**src/rtl/rr_request_arbiter.sv**
```systemverilog
// rtl/rr_request_arbiter.sv - 16-way round-robin arbiter with registered one-hot grant and hold limit
//
// Purpose: shares one resource among 16 requesters. A winner is chosen in
// round-robin order starting at ptr. The grant is held until the owner drops its
// request, enable drops, or the hold limit expires. Every grant is followed by at
// least one idle cycle.
//
// Ports:
//   clk          rising-edge clock
//   rst_n        asynchronous active-low reset
//   enable       low = no new grants, current grant released
//   req[15:0]    request vector, bit i = requester i
//   grant[15:0]  registered one-hot grant, zero when idle
//   grant_idx    binary index of the grant owner, zero when idle
//   grant_valid  high while grant != 0
//   preempt      one-cycle pulse when the hold limit revokes a grant

module rr_request_arbiter #(
  parameter int MAX_HOLD = 8,
  parameter int HOLD_W   = 4
) (
  input  logic        clk,
  input  logic        rst_n,
  input  logic        enable,
  input  logic [15:0] req,
  output logic [15:0] grant,
  output logic [3:0]  grant_idx,
  output logic        grant_valid,
  output logic        preempt
);

  typedef enum logic {IDLE, BUSY} state_t;

  state_t            state;
  logic [3:0]        ptr;
  logic [HOLD_W-1:0] hold_cnt;

  logic              found;
  logic [3:0]        winner;
  logic [3:0]        cand;
  logic              owner_req;
  logic              at_limit;
  logic              release_now;

  // First set request bit in order ptr, ptr+1, ... wrapping through 15 to 0.
  always_comb begin
    found  = 1'b0;
    winner = 4'd0;
    cand   = 4'd0;
    for (int i = 0; i < 16; i++) begin
      cand = ptr + 4'(i);
      if (!found && req[cand]) begin
        found  = 1'b1;
        winner = cand;
      end
    end
  end

  // When MAX_HOLD equals 2**HOLD_W the truncated limit is 0; the counter wraps
  // to 0 on exactly the MAX_HOLD-th cycle, so the compare still fires on time.
  assign owner_req   = req[grant_idx];
  assign at_limit    = (MAX_HOLD != 0) && (hold_cnt == HOLD_W'(MAX_HOLD));
  assign release_now = !owner_req || !enable || at_limit;

  always_ff @(posedge clk or negedge rst_n) begin
    if (!rst_n) begin
      state       <= IDLE;
      ptr         <= 4'd0;
      hold_cnt    <= '0;
      grant       <= 16'd0;
      grant_idx   <= 4'd0;
      grant_valid <= 1'b0;
      preempt     <= 1'b0;
    end else begin
      preempt <= 1'b0;
      case (state)
        IDLE: begin
          if (enable && found) begin
            grant       <= 16'd1 << winner;
            grant_idx   <= winner;
            grant_valid <= 1'b1;
            hold_cnt    <= HOLD_W'(1);
            state       <= BUSY;
          end
        end
        BUSY: begin
          if (release_now) begin
            grant       <= 16'd0;
            grant_idx   <= 4'd0;
            grant_valid <= 1'b0;
            ptr         <= grant_idx + 4'd1;
            hold_cnt    <= '0;
            state       <= IDLE;
            // Only a pure hold-limit revocation counts as a preemption.
            preempt     <= at_limit && owner_req && enable;
          end else if (!(MAX_HOLD == 0 && hold_cnt == '1)) begin
            hold_cnt <= hold_cnt + HOLD_W'(1);
          end
        end
        default: state <= IDLE;
      endcase
    end
  end

endmodule

```
**config.mk**
```make
export PLATFORM = sky130hd
export DESIGN_NAME = rr_request_arbiter
export DESIGN_NICKNAME = d
export VERILOG_FILES = /design/src/rtl/rr_request_arbiter.sv
export SDC_FILE = /design/constraint.sdc
export NUM_CORES = 1
export LEC_CHECK = 0
export ABC_CLOCK_PERIOD_IN_PS = 4900
export CORE_MARGIN = 2
export CORE_UTILIZATION = 50
export DETAILED_ROUTE_END_ITERATION = 8
export PLACE_DENSITY = 0.78
export SYNTH_ARGS = -nofsm -noshare
export SYNTH_HDL_FRONTEND = slang
export SYNTH_SLANG_ARGS = --single-unit
```
**constraint.sdc**
```tcl
create_clock -name clk -period 4.9 [get_ports clk]
set_input_delay 0.49 -clock clk [delete_from_list [all_inputs] [get_ports clk]]
set_output_delay 0.49 -clock clk [all_outputs]
set_load 0.005 [all_outputs]
```
; After elaboration in Yosys (flattened, before gate mapping)
; Index checks and enable logic that the tools add are counted.
[word_totals]
register_bits = 31
in_bits = 19
out_inout_bits = 22
elab_cells = 168
[op_classes]
add_sub_neg = 17
n_lt_le_gt_ge = 17
eq_ne = 3
shift = 1
muxes = 83
bitwise_logic = 1
n_reduce_logical = 39
[op_table]
columns = cell, count
row1 = "4-bit by 5-bit less-than comparator with 1-bit output, second input constant", 17
row2 = 4-bit two-way mux, 20
row3 = 1-bit binary-select mux with 4-bit select, 17
row4 = 1-bit two-way mux, 39
row5 = "4-bit adder, second input constant", 8
row6 = 16-bit two-way mux, 2
row7 = 16-bit one-hot mux with 2 select lines, 1
row8 = 1-bit logical AND, 18
row9 = 1-bit zero test, 17
row10 = "4-bit by 3-bit adder with 4-bit output, second input constant", 4
row11 = 4-bit one-hot mux with 2 select lines, 2
row12 = "1-bit by 4-bit << shifter with 16-bit output, first input constant", 1
row13 = "4-bit by 1-bit adder with 4-bit output, second input constant", 3
row14 = "4-bit by 2-bit adder with 4-bit output, second input constant", 2
row15 = "4-bit == test, second input constant", 1
row16 = 1-bit one-hot mux with 2 select lines, 2
row17 = 2-bit AND reduction, 2
row18 = 1-bit logical OR, 2
row19 = "2-bit by 1-bit inequality test with 1-bit output, second input constant", 1
row20 = "2-bit inequality test, second input constant", 1
row21 = 1-bit inverter, 1

; Longest topological paths before layout
; Gate-level depths: netlist (run 1).
[logic_depth]
depth_word = 51
depth_mapped = 18
depth_no_buf = 11

; Worst setup path after synthesis (run 1)
; Ideal clock, no wire load.
[synth_timing]
path_kind = register to register
from = register ptr[1]
to = register grant[14]
setup_ns = 0.092
arrival_ns = 3.871
required_time_ns = 4.808
path_slack_ns = 0.937
stages_incl_launch_ff = 16
path_buffers = 5
synth_period_minus_slack_ns = 3.963
cell_sequence = dfrtp_1 > buf_6 > buf_2 > inv_1 > ha_1 > buf_2 > buf_4 > mux4_2 > a22o_1 > nor2_1 > nand3_1 > or3_1 > a32o_2 > o21a_1 > buf_6 > o31ai_2
[synth_via]
elab_chain_len = 51
elab_cells_between_ends = 115
classes_between = 15 x add/sub / 1 x eq/ne / 1 x shift / 66 x mux / 32 x reduce/logical
[synth_rtl]
columns = item, line
row1 = "start, declared", 35  ; logic [3:0] ptr;
row2 = "start signal, assigned", 91  ; ptr <= grant_idx + 4'd1;
row3 = "parallel branches: the longest is 51 deep, another holds 4-bit by 1-bit adder with 4-bit output", -
row4 = "end signal, assigned", 79  ; grant <= 16'd1 << winner;
row5 = "end, declared", 26  ; output logic [15:0] grant,
; Several ways; the timed one is not identified. The select of a mux whose other input is x is not followed.
; A chain may end at the register's enable or synchronous reset.

; Worst setup path in the final report (run 1)
[layout_timing]
from = register ptr[0]
to = register grant[6]
; The elaborated chain is that of the path after synthesis.

==> qor.yml, run 1 <==
run_status:
  status: "complete, no violations"
routing:
  ant_nets: 0
  routed_wl_um: 11800
  detail_route.iter0.violations: 401
  avgRoutedWirePerCell_um: 21.2
  vias: 3716
  via_per_inst: 6.71
  drc: 0
  firstDrtPassIters: 5
timing:
  tns_ns: 0
  skew_ns: 0.00604
  worst_pin_slew_ns: 0.642
  finalMaxSlewViolations: 0
  min_period_over_period_pct: 88.5
  min_period_ns: 4.34
  setup_viol: 0
  max-slew-margin-rel_pct: 57.0
  hold_violations: 0
  max_freq_mhz: 231
  rsz0062_at_grt: "false"
synth:
  ys_seq_area_share_pct: 19.4
  synth_fp_nets: 445
  yosysWarnings: 0
  synth_compound_area_share_pct: 21.5
  synth-adder-area-share_pct: 3.13
  ys_seq_elements: 31
  ys_async_sr_fraction_pct: 100
  synth.avg_cell_area_um2: 9.60
  synth-simple-area-share_pct: 17.4
  synth_xor_xnor_area_share_pct: 3.45
  ys_types: 76
  syn_inst: 416
  synth_edf_count: 0
  synth_mux_area_share_pct: 29.7
  synthFlopType: "dfrtp_1"
  synth_top_family_by_area: "multiplexers"
  netlist_area_um2: 4000
global_routing:
  grt-ovfl-total: 0
  track_usage_pct: 28.1
  grt_use_met1_pct: 39.9
  grt_pass1_wl_um: 19100
  top_usage_layer: "met2"
  grt_max_degree: 32
  grt_util_met3_pct: 6.61
  grt_pass1_vias: 3599
  antenna_found_initial: 0
  use_met2_pct: 43.3
worst_setup_path:
  worstSetupPathType: "reg -> reg"
  max_stage_delay_ns: 0.52
  crit_chain: "inv_2 > ha_1 > buf_4 > mux4_2 > mux2i_1 > mux2_2 > nand3b_2 > or3_1 > o211ai_1 > a32o_2 > o21a_1 > o31ai_2"
  r2r_slack_ns: 0.56
  crit_path_end_kind: "flop"
  slowest_stage: "ha_1"
  start_kind: "flop"
  cp_top_family: "multiplexers"
  arrival_ns: 4.48
  cp_max_fo: 9
  worst-path-buf-inv: 2
  cp_data_required_time_ns: 5.05
clock_tree:
  cts-buffers-inserted: 5
  cts_tree: "done"
  htreeDepth: 2
  clkSinkCount: 31
  cts_resized: 0
  post_cts_buffers: 0
  cts-hold-fix-buffers: 0
  clkTransAtPathRegs_ns: 0.07
  clkLatencyLatePin_ns: 0.28
  clockBufferDepth: 2
  ctsRootBufferMaster: "clkbuf_8"
floorplanning:
  start_util_pct: 51.7
  rows: 32
  fp.coreArea_um2: 7730
  die_w_um: 93.4
  pin_count: 41
  die_area_um2: 8720
  die_y_um: 93.4
cells_and_area:
  drive_gt1_share_pct: 22.3
  num_antenna_cells: 0
  nets: 480
  nFillCells: 654
  area_growth_pct: 13.5
placement:
  dp_hpwl_um: 9040
  gp_congestion: 0.969
  port_buffers: 40
hold_path:
  hp-class: "reg -> reg"
run:
  maxCapViolCount: 0
[kinds of logic (layout without fill, tap and decap cells)]
kind of cell | after synthesis | in the layout
compound gates | 114 | 114
xor+xnor | 14 | 14
fa+ha+maj | 10 | 10
buf+inv | 40 | 76
flops | 31 | 31
mux | 73 | 73
simple gates | 134 | 134
[worst register-to-register path: stages (launching register included)]
cell and delay [ns]:
dfrtp_1 0.47, inv_2 0.13, ha_1 0.52, buf_4 0.27, mux4_2 0.38, mux2i_1 0.40, mux2_2 0.37, nand3b_2 0.18
or3_1 0.39, o211ai_1 0.30, a32o_2 0.21, o21a_1 0.44, o31ai_2 0.14
[cell usage after synthesis, types with 6 or more instances]
library cell,number,share of area (%)
xor2_1,6,1.3
a31oi_1,7,1.1
dfrtp_1,31,19
mux2i_1,23,5.8
mux4_2,32,18
nand2_1,43,4.0
ha_1,10,3.1
nand3_1,13,1.6
inv_1,15,1.4
o31ai_1,7,1.3
xnor2_1,6,1.3
nor2_1,28,2.6
a21oi_1,14,1.8
mux2_2,13,3.7
o21ai_0,20,2.5
o31ai_2,12,3.8
o22ai_1,6,0.94
nor3_1,9,1.1
buf_2,7,0.88
[metrics by stage]
stage	setup slack, ns	util, %	cells	area [µm²]	hold WS, ns
finish	0.564	58.7	554	4540	0.493
global route	0.326	58.7	554	4540	0.522
CTS	0.610	58.7	554	4540	0.496
detailed placement	0.630	57.6	546	4450	0.481
global placement	0.666	57.6	546	4450	0.469
floorplan	0.937	-	416	4000	0.194
[cells in the final DEF (no fill, tap or decap), types with 13 or more instances in the layout]
cell type,count
mux2i_1,23
inv_1,15
nor2_1,28
nand3_1,13
mux2_2,13
dfrtp_1,31
nand2_1,43
clkdlybuf4s50_1,40
a21oi_1,14
o21ai_0,20
mux4_2,32
[metal layers]
metal | routed length, µm | part of all wire, % | up-vias
met5 | 0 | 0 | -
met4 | 267 | 2.3 | 0
met3 | 1040 | 8.9 | 26
met2 | 5430 | 46 | 201
met1 | 5030 | 43 | 1806
li1 | - | - | 1683
[flip-flops by register name (all words and copies together), names as in the netlist]
signal,flops
grant,16
grant_idx,4
grant_valid,1
hold_cnt,4
preempt,1
ptr,4
state,1
[worst paths after layout]
path,from,endpoint,depth (start not counted)
min in group asynchronous,rst_n,hold_cnt[1]$_DFFE_PN0P_,2
hold / removal,grant[8]$_DFFE_PN0P_,grant[8]$_DFFE_PN0P_,2
hold reg to reg,grant[8]$_DFFE_PN0P_,grant[8]$_DFFE_PN0P_,2
max in group asynchronous,rst_n,grant_valid$_DFFE_PN0P_,2
setup reg to reg,ptr[0]$_DFFE_PN0P_,grant[6]$_DFFE_PN0P_,12
setup / recovery,ptr[0]$_DFFE_PN0P_,grant[6]$_DFFE_PN0P_,12
[cell type report]
class	count	area [µm²]	area share [%]
clock buffers	6	72.6	1.60
clock inverters	2	12.5	0.276
inverters	17	63.8	1.41
multi-input cells	345	3000	66.2
flip-flops and latches	31	776	17.1
well taps	102	128	2.81
repair buffers	51	483	10.6
Power of run 1 is not shown: default switching activity piles up to over one toggle a cycle in this logic, so the estimate is an artifact.
==> inputs of run 2 (changes only) <==
==> constraint.sdc (replaced) <==
create_clock -name clk -period 4.9 [get_ports clk]
set_input_delay 0.735 -clock clk [delete_from_list [all_inputs] [get_ports clk]]
set_output_delay 0.735 -clock clk [all_outputs]
set_load 0.005 [all_outputs]
==> qor.yml, run 2 (synthesis gave the netlist of run 1 again) <==
worst_setup_path:
  reg2reg_depth: 12  # unchanged
  start_kind: "flop"  # unchanged
  cp_max_fo: 12  # was 9
  arrival_ns: 4.63  # was 4.48 ns
  cp_data_required_time_ns: 5.05  # about the same
  crit_start: "ptr[0]$_DFFE_PN0P_"  # unchanged
  worstSetupPathType: "reg -> reg"  # unchanged
  crit_path_end_kind: "flop"  # unchanged
  reg2reg_from: "ptr[0]$_DFFE_PN0P_"  # unchanged
cells_and_area:
  regMostFlops: "grant"  # unchanged
  layout_commonest_cell: "nand2_1"  # unchanged
  nets: 480  # unchanged
  area_growth_pct: 13.6  # was 13.5%
  finalNonFillerCells: 554  # unchanged
  layout_common_cells: "nand2_1, clkdlybuf4s50_1, mux4_2, dfrtp_1, nor2_1"  # unchanged
  num_antenna_cells: 0  # unchanged
  largest_reg_flops: 16  # unchanged
  drive_gt1_share_pct: 22.6  # was 22.3%
timing:
  worst_pin_slew_ns: 0.707  # was 0.642 ns
  max_freq_mhz: 223  # was 231 MHz
  finalWorstSetupSlack_ns: 0.424  # was 0.564 ns
  setup_viol: 0  # unchanged
  min_period_over_period_pct: 91.4  # was 88.5%
  tns_ns: 0  # unchanged
  min_period_ns: 4.48  # was 4.34 ns
  skew_ns: 0.00469  # was 0.00604 ns
  max-slew-margin-rel_pct: 51.5  # was 57.0%
  hold_violations: 0  # unchanged
  rsz0062_at_grt: "false"  # unchanged
  finalMaxSlewViolations: 0  # unchanged
placement:
  port_buffers: 40  # unchanged
  pre_cts_ws_ns: 0.441  # was 0.630 ns
  dp_hpwl_um: 8640  # was 9040 µm
  gp_congestion: 1.02  # was 0.969
  dp.cells: 546  # unchanged
hold_path:
  hp-class: "reg -> reg"  # unchanged
  min_path_cells: 2  # unchanged
  min-delay-start: "grant[13]$_DFFE_PN0P_"  # was grant[8]$_DFFE_PN0P_
clock_tree:
  htreeDepth: 2  # unchanged
  clkSinkCount: 31  # unchanged
  cts-buffers-inserted: 5  # unchanged
  clkTransAtPathRegs_ns: 0.07  # about the same
  cts_tree: "done"  # unchanged
  cts_resized: 0  # unchanged
  clkLatencyLatePin_ns: 0.29  # was 0.28 ns
  post_cts_buffers: 0  # unchanged
  cts-hold-fix-buffers: 0  # unchanged
  clockBufferDepth: 2  # unchanged
  ctsRootBufferMaster: "clkbuf_8"  # unchanged
routing:
  ant_nets: 0  # unchanged
  vias: 3770  # was 3716
  firstDrtPassIters: 6  # was 5
  detail_route.iter0.violations: 490  # was 401
  avgRoutedWirePerCell_um: 20.5  # was 21.2 µm
  routed_wl_um: 11400  # was 11800 µm
  drc: 0  # unchanged
  via_per_inst: 6.81  # was 6.71
floorplanning:
  start_util_pct: 51.7  # unchanged
  die_area_um2: 8720  # unchanged
  rows: 32  # unchanged
  pin_count: 41  # unchanged
  fp.coreArea_um2: 7730  # unchanged
  die_y_um: 93.4  # unchanged
  die_w_um: 93.4  # unchanged
global_routing:
  antenna_found_initial: 0  # unchanged
  grt-ovfl-total: 0  # unchanged
  track_usage_pct: 27.1  # was 28.1%
  grt_pass1_vias: 3556  # was 3599
  grt_max_degree: 32  # unchanged
  grt_pass1_wl_um: 18400  # was 19100 µm
run:
  maxCapViolCount: 0  # unchanged
run_status:
  status: "complete, no violations"  # unchanged
==> run 2: cell type report <==
class | instances | area [µm²]
clock buffers | 5 | 68.8
clock inverters | 3 | 20.0
fillers | 679 | 3190
inverters | 17 | 63.8
multi-input cells | 345 | 3000
flip-flops and latches | 31 | 776
well taps | 102 | 128
repair buffers | 51 | 483
==> run 2: metal layers <==
layer  vias to the layer above  track usage, %  part of all wire, %  wire, µm
li1                       1685               -                    -         -
met3                        29            4.51                  8.4       954
met5                         -               0                    0         0
met2                       208            41.3                   46      5210
met1                      1848            38.2                   43      4830
met4                         0            11.8                  3.2       358
==> run 2: final timing paths <==
| kind | end | slack [ns] |
|---|---|---|
| max reg2reg | grant[3]$_DFFE_PN0P_ | 0.42 |
| min | grant[13]$_DFFE_PN0P_ | 0.49 |
| max in group asynchronous | grant[13]$_DFFE_PN0P_ | 3.77 |
| max | grant[3]$_DFFE_PN0P_ | 0.42 |
| min reg2reg | grant[13]$_DFFE_PN0P_ | 0.49 |
| min in group asynchronous | hold_cnt[3]$_DFFE_PN0P_ | 0.84 |
==> run 2: worst max-delay path, stage by stage (launching register included) <==
cell and delay, ns:
dfrtp_1 0.49, inv_2 0.13, ha_1 0.32, buf_4 0.23, mux4_2 0.59, mux2i_1 0.41
mux2i_1 0.33, nand3b_1 0.38, nor3b_1 0.45, nand3_1 0.16, nand3b_1 0.25, or3_1 0.47
o31ai_2 0.12
==> run 2: metrics by stage <==
step	utilization, %	hold WS (ns)	cell area, µm²
2_1_floorplan	-	0.439	4000
3_3_place_gp	57.6	0.466	4450
3_5_place_dp	57.6	0.474	4450
4_1_cts	58.7	0.489	4540
5_1_grt	58.7	0.504	4540
6_report	58.7	0.486	4540
Power of run 2 is left out for the same reason.
==> inputs of run 3 (changes only) <==
- SLEW_MARGIN: unset -> 20
==> results of run 3 <==
Final layout, timing and power as in run 2 (identical DEF).
Power of run 3 is left out for the same reason.
==> RTL change 1 (settings of run 2) <==
Set the parameter `HOLD_W` to 6 (it was 4).
--- a/src/rtl/rr_request_arbiter.sv
+++ b/src/rtl/rr_request_arbiter.sv
@@ -18,5 +18,5 @@
 module rr_request_arbiter #(
   parameter int MAX_HOLD = 8,
-  parameter int HOLD_W   = 4
+  parameter int HOLD_W   = 6
 ) (
   input  logic        clk,
Behaviour: same outputs for any inputs over 4 cycles, from zero or initial values and one cycle with rst_n low; that may be too few to reach the edited logic, so the function may still have changed.
==> RTL change 1 against run 2 <==
Clock skew down 1.4 ps. Wire length grew 0.32%. Worst setup slack lost 77 ps. Count of clock-buffer cells in the layout up 1. Design area up 1.3%. Die area is 1.4% lower. Sequential share of layout area up 0.87 points. Sequential cell count up 2. Critical path depth unchanged. Synthesized area decreased by 1.5%. Largest cell class unchanged.
Power is left out: the tool's default activity adds up to more than one toggle a clock period on the data nets, which glitch-free logic cannot reach.
==> RTL change 1: results (changes against run 2) <==
Vias in the first global route: 3567 (+0.31%)
ANT cells: 0 (unchanged)
Register area share after synthesis: 21.0% (+1.6 points)
Largest regs: grant x16, hold_cnt x6
Total number of yosys warnings: 0 (unchanged)
Root Driver: clkbuf_8
Max FO, Critical Path: 25 (+13)
Share of layout cells above drive strength 1: 18.9% (-3.7 points)
Placed insts: 549 (+0.55%)
DR iter-0 viols: 307 (-37%)
Top post-synthesis cells by count: 34 x nand2_1, 33 x dfrtp_1, 31 x o21ai_0
Clk slew on worst S/H paths: 70 ps (about the same)
WP data arrival: 4770 ps (+140 ps)
Fin Clk Skew: 3.29 ps (-1.40 ps)
Top FF cell, synth: dfrtp_1
Nets: 483 (+0.63%)
Via count: 3718 (-1.4%)
Gates resized, CTS repair: 0 (unchanged)
Post-DP HPWL: 8.68 mm (+0.52%)
Non-Filler Instances: 557 (+0.54%)
Mean Syn Cell Area: 9.67 um^2 (+0.67%)
Fillcell total: 656 (-3.4%)
Input/output buffers: 40 (unchanged)
Area contributors post-synth: dfrtp_1 21%, mux4_2 17%, mux2i_1 7.4%
Hold buffers post-CTS: 0 (unchanged)
Status: complete, no violations
Worst slack, placed: 246 ps (-195 ps)
GR Util All Layers: 27.1% (-0.078 points)
Post-CTS Setup Inserts: 0 (unchanged)
Synth unique cells: 70 (-7.9%)
CTS Buffer Depth: 2 (unchanged)
TritonRoute pass-1 iters: 7 (+1)
Async SR Flop Fraction: 100% (unchanged)
First-pass GRT wire length: 18.6 mm (+0.79%)
Largest net degree at the start of global routing: 34 (+6.3%)
Hold crit path type: reg -> reg
Slew margin rel.: 52.3% (+0.81 points)
Clk_lat worst skew: 280 ps
Total CTS buffers: 5 (unchanged)
Initial antenna violation count: 0 (unchanged)
Cells on worst reg2reg path: 12 (unchanged)
Placer Congestion: 0.975 (-4.5%)
Wirelength, routed: 11.4 mm (+0.32%)
Net Count, Synth: 436 (-2.0%)
Hold path depth: 1 (-1)
CTS H-tree depth: 2 (unchanged)
==> RTL change 1: cell count changes in the layout (fill, tap and decap cells not counted), sizes merged, moves of 6 or more <==
cell	run 2	this run
a21oi	14	25
a22o	2	12
a31oi	7	1
and3	2	8
buf	11	20
inv	17	8
nand2	43	34
nand2b	4	10
o21ai	27	33
o31ai	19	6
==> RTL change 1: final timing paths <==
kind | end | slack [ps] | startpoint
worst min-delay path | hold_cnt[5]$_DFFE_PN0P_ | 490 | hold_cnt[5]$_DFFE_PN0P_
worst max register to register | grant[0]$_DFFE_PN0P_ | 350 | ptr[1]$_DFFE_PN0P_
max in group asynchronous | hold_cnt[3]$_DFFE_PN0P_ | 3750 | rst_n
worst max-delay path | grant[0]$_DFFE_PN0P_ | 350 | ptr[1]$_DFFE_PN0P_
min in group asynchronous | grant[7]$_DFFE_PN0P_ | 850 | rst_n
worst min register to register | hold_cnt[5]$_DFFE_PN0P_ | 490 | hold_cnt[5]$_DFFE_PN0P_
==> RTL change 1: routing by layer <==
layer | part of all wire (%) | vias to the layer above | global-route usage [%]
met5 | 0 | - | 0
met4 | 1.8 | 0 | 6.86
met3 | 6.5 | 15 | 3.25
met2 | 49 | 182 | 44.8
met1 | 43 | 1833 | 38.1
li1 | - | 1688 | -
==> RTL change 1: worst max-delay path: stages, from the launching register on <==
cell and delay [ps]:
dfrtp_1 340, buf_4 350, ha_1 360, xor2_1 540, mux4_2 630, mux2_2 320
nand3_1 260, nor4b_1 120, nor4_1 370, o311a_1 340, o21ai_2 90, nor3_1 480
a32o_1 270
==> RTL change 1: cell families after synthesis <==
group	Yosys count	synth area share [%]
simple gates	125	17.2
compound gates	115	20.1
mux	76	31.2
flops	33	21.0
buf+inv	31	3.53
xor+xnor	17	3.78
fa+ha+maj	10	3.18
==> RTL change 1: final cells by class <==
| class | count | area share [%] |
|---|---|---|
| inverter | 11 | 0.898 |
| clock inverter | 2 | 0.218 |
| tap | 102 | 2.78 |
| multi-input combinational | 343 | 64.6 |
| clock buffer | 6 | 1.58 |
| timing repair buffer | 60 | 12.0 |
| sequential | 33 | 18.0 |
==> RTL change 1: per-stage QoR <==
step	hold WS (ps)	cell area [um^2]
6_report	494	4600
5_1_grt	508	4600
4_1_cts	487	4600
3_5_place_dp	473	4520
3_3_place_gp	468	4520
2_1_floorplan	438	3940
==> RTL change 2 (config.mk and constraints of run 2) <==
Made on the original files. Make the reset (`rst_n`) synchronous in one clocked block. Comments in the files are not updated.
--- a/src/rtl/rr_request_arbiter.sv
+++ b/src/rtl/rr_request_arbiter.sv
@@ -63,5 +63,5 @@
   assign release_now = !owner_req || !enable || at_limit;
 
-  always_ff @(posedge clk or negedge rst_n) begin
+  always_ff @(posedge clk) begin
     if (!rst_n) begin
       state       <= IDLE;
Check against the original RTL: differs if rst_n is asserted again (counterexample within 4 cycles, from zero or initial values and one cycle with rst_n low); with rst_n held inactive, the same outputs for 4 cycles.
==> RTL change 2 against run 2 <==
Design area decreased by 4.1%. Wire length decreased by 1.9%. Largest cell class unchanged. Sequential cell count unchanged. Worst setup slack got worse by 63 ps. Synthesized area decreased by 4.3%. Via count decreased by 1.0%.
Power is left out: it rests on default switching activity, and per cell area and clock period it moved more than threefold.
==> RTL change 2: results (changes against run 2) <==
WP data arrival: 4770 ps (+140 ps)
Vias in the first global route: 3399 (-4.4%)
CTS Buffer Depth: 2 (unchanged)
Initial antenna violation count: 0 (unchanged)
Post-CTS Setup Inserts: 0 (unchanged)
TritonRoute pass-1 iters: 5 (-1)
FF+latch area: 621 um^2 (-20%)
Root Driver: clkbuf_8
Fillcell total: 627 (-7.7%)
Largest net degree at the start of global routing: 39 (+22%)
Routed vias/inst: 6.78 (-0.31%)
Post-DP HPWL: 8.55 mm (-1.1%)
Mean Syn Cell Area: 9.06 um^2 (-5.6%)
First-pass GRT wire length: 18.0 mm (-2.2%)
Input/output buffers: 40 (unchanged)
Worst-margin pin slew: 909 ps (+202 ps)
Max FFs per register: 16 (unchanged)
DR iter-0 viols: 342 (-30%)
Clk slew on worst S/H paths: 70 ps (about the same)
Clk_lat worst skew: 290 ps (about the same)
Fin Clk Skew: 11.0 ps (+6.35 ps)
Gates resized, CTS repair: 0 (unchanged)
Net Count, Synth: 451 (+1.3%)
Overflow after GRT: 0 (unchanged)
Fin Setup TNS: 0 ps (unchanged)
Register with the most flip-flops: grant
Placer Congestion: 1.03 (+1.1%)
ANT cells: 0 (unchanged)
Status: complete, no violations
Placed insts: 542 (-0.73%)
Async SR Flop Fraction: 0% (-100 points)
Worst slack, placed: 285 ps (-156 ps)
Synth unique cells: 70 (-7.9%)
Area contributors post-synth: dfxtp_1 16%, mux4_2 16%, mux2i_1 7.9%
Total CTS buffers: 5 (unchanged)
Total number of yosys warnings: 0 (unchanged)
Register area share after synthesis: 16.2% (-3.2 points)
Nets: 479 (-0.21%)
Max FO, Critical Path: 38 (+26)
Top post-synthesis cells by count: 31 x dfxtp_1, 30 x mux2i_1, 30 x nor2_1
Average wire per standard cell: 20.2 um (-1.2%)
GR Util All Layers: 26.8% (-0.34 points)
Top FF cell, synth: dfxtp_1
Hold crit path type: reg -> reg
CTS H-tree depth: 2 (unchanged)
Cell area after placement: 4270 um^2 (-4.0%)
Share of layout cells above drive strength 1: 17.5% (-5.0 points)
Non-Filler Instances: 550 (-0.72%)
[RTL change 2: cell families (layout without fill, tap and decap cells)]
kind of cell	count (synthesis)	count (layout)	share of synthesized area, %
muxes	78	78	30.1
AOI/OAI and AO/OA	127	127	24.0
DFF	31	31	16.2
adders and majority gates	10	10	3.27
and+or+nand+nor	117	117	17.2
xor gates and xnor gates	16	16	3.66
buffers and inverters	43	72	5.50
[RTL change 2: routing by layer]
layer  vias to the layer above  global-route usage (%)  part of all wire [%]
met3                        37                    4.73                   7.7
met5                         -                       0                     0
met4                         0                    9.09                   2.7
met1                      1785                    37.3                    43
li1                       1718                       -                     -
met2                       191                    41.9                    46
[RTL change 2: layout make-up]
type                    instances  share of cell area, %
multi-input cells             348                   68.8
repair buffers                 51                   11.1
well taps                      99                   2.85
clock buffers                   7                   1.75
clock inverters                 1                  0.115
inverters                      13                   1.12
flip-flops and latches         31                   14.3
[RTL change 2: worst paths after layout]
| check | from | endpoint | slack [ps] | cells past startpoint |
|---|---|---|---|---|
| max | ptr[0]$_SDFFE_PN0P_ | grant[9]$_SDFFE_PN0P_ | 360 | 12 |
| min | grant[3]$_SDFFE_PN0P_ | grant[3]$_SDFFE_PN0P_ | 480 | 1 |
| max reg2reg | ptr[0]$_SDFFE_PN0P_ | grant[9]$_SDFFE_PN0P_ | 360 | 12 |
| min reg2reg | grant[3]$_SDFFE_PN0P_ | grant[3]$_SDFFE_PN0P_ | 480 | 1 |
[RTL change 2: worst max-delay path, cell delays in order (launching register included)]
cell      delay (ps)
dfxtp_1          320
buf_4            280
ha_1             330
xnor2_1          740
mux4_2           470
mux2i_1          270
nand4_1          300
nor2_2           390
o221ai_1         180
a31oi_1          230
a21oi_1          220
nor4_2           530
a22o_1           190
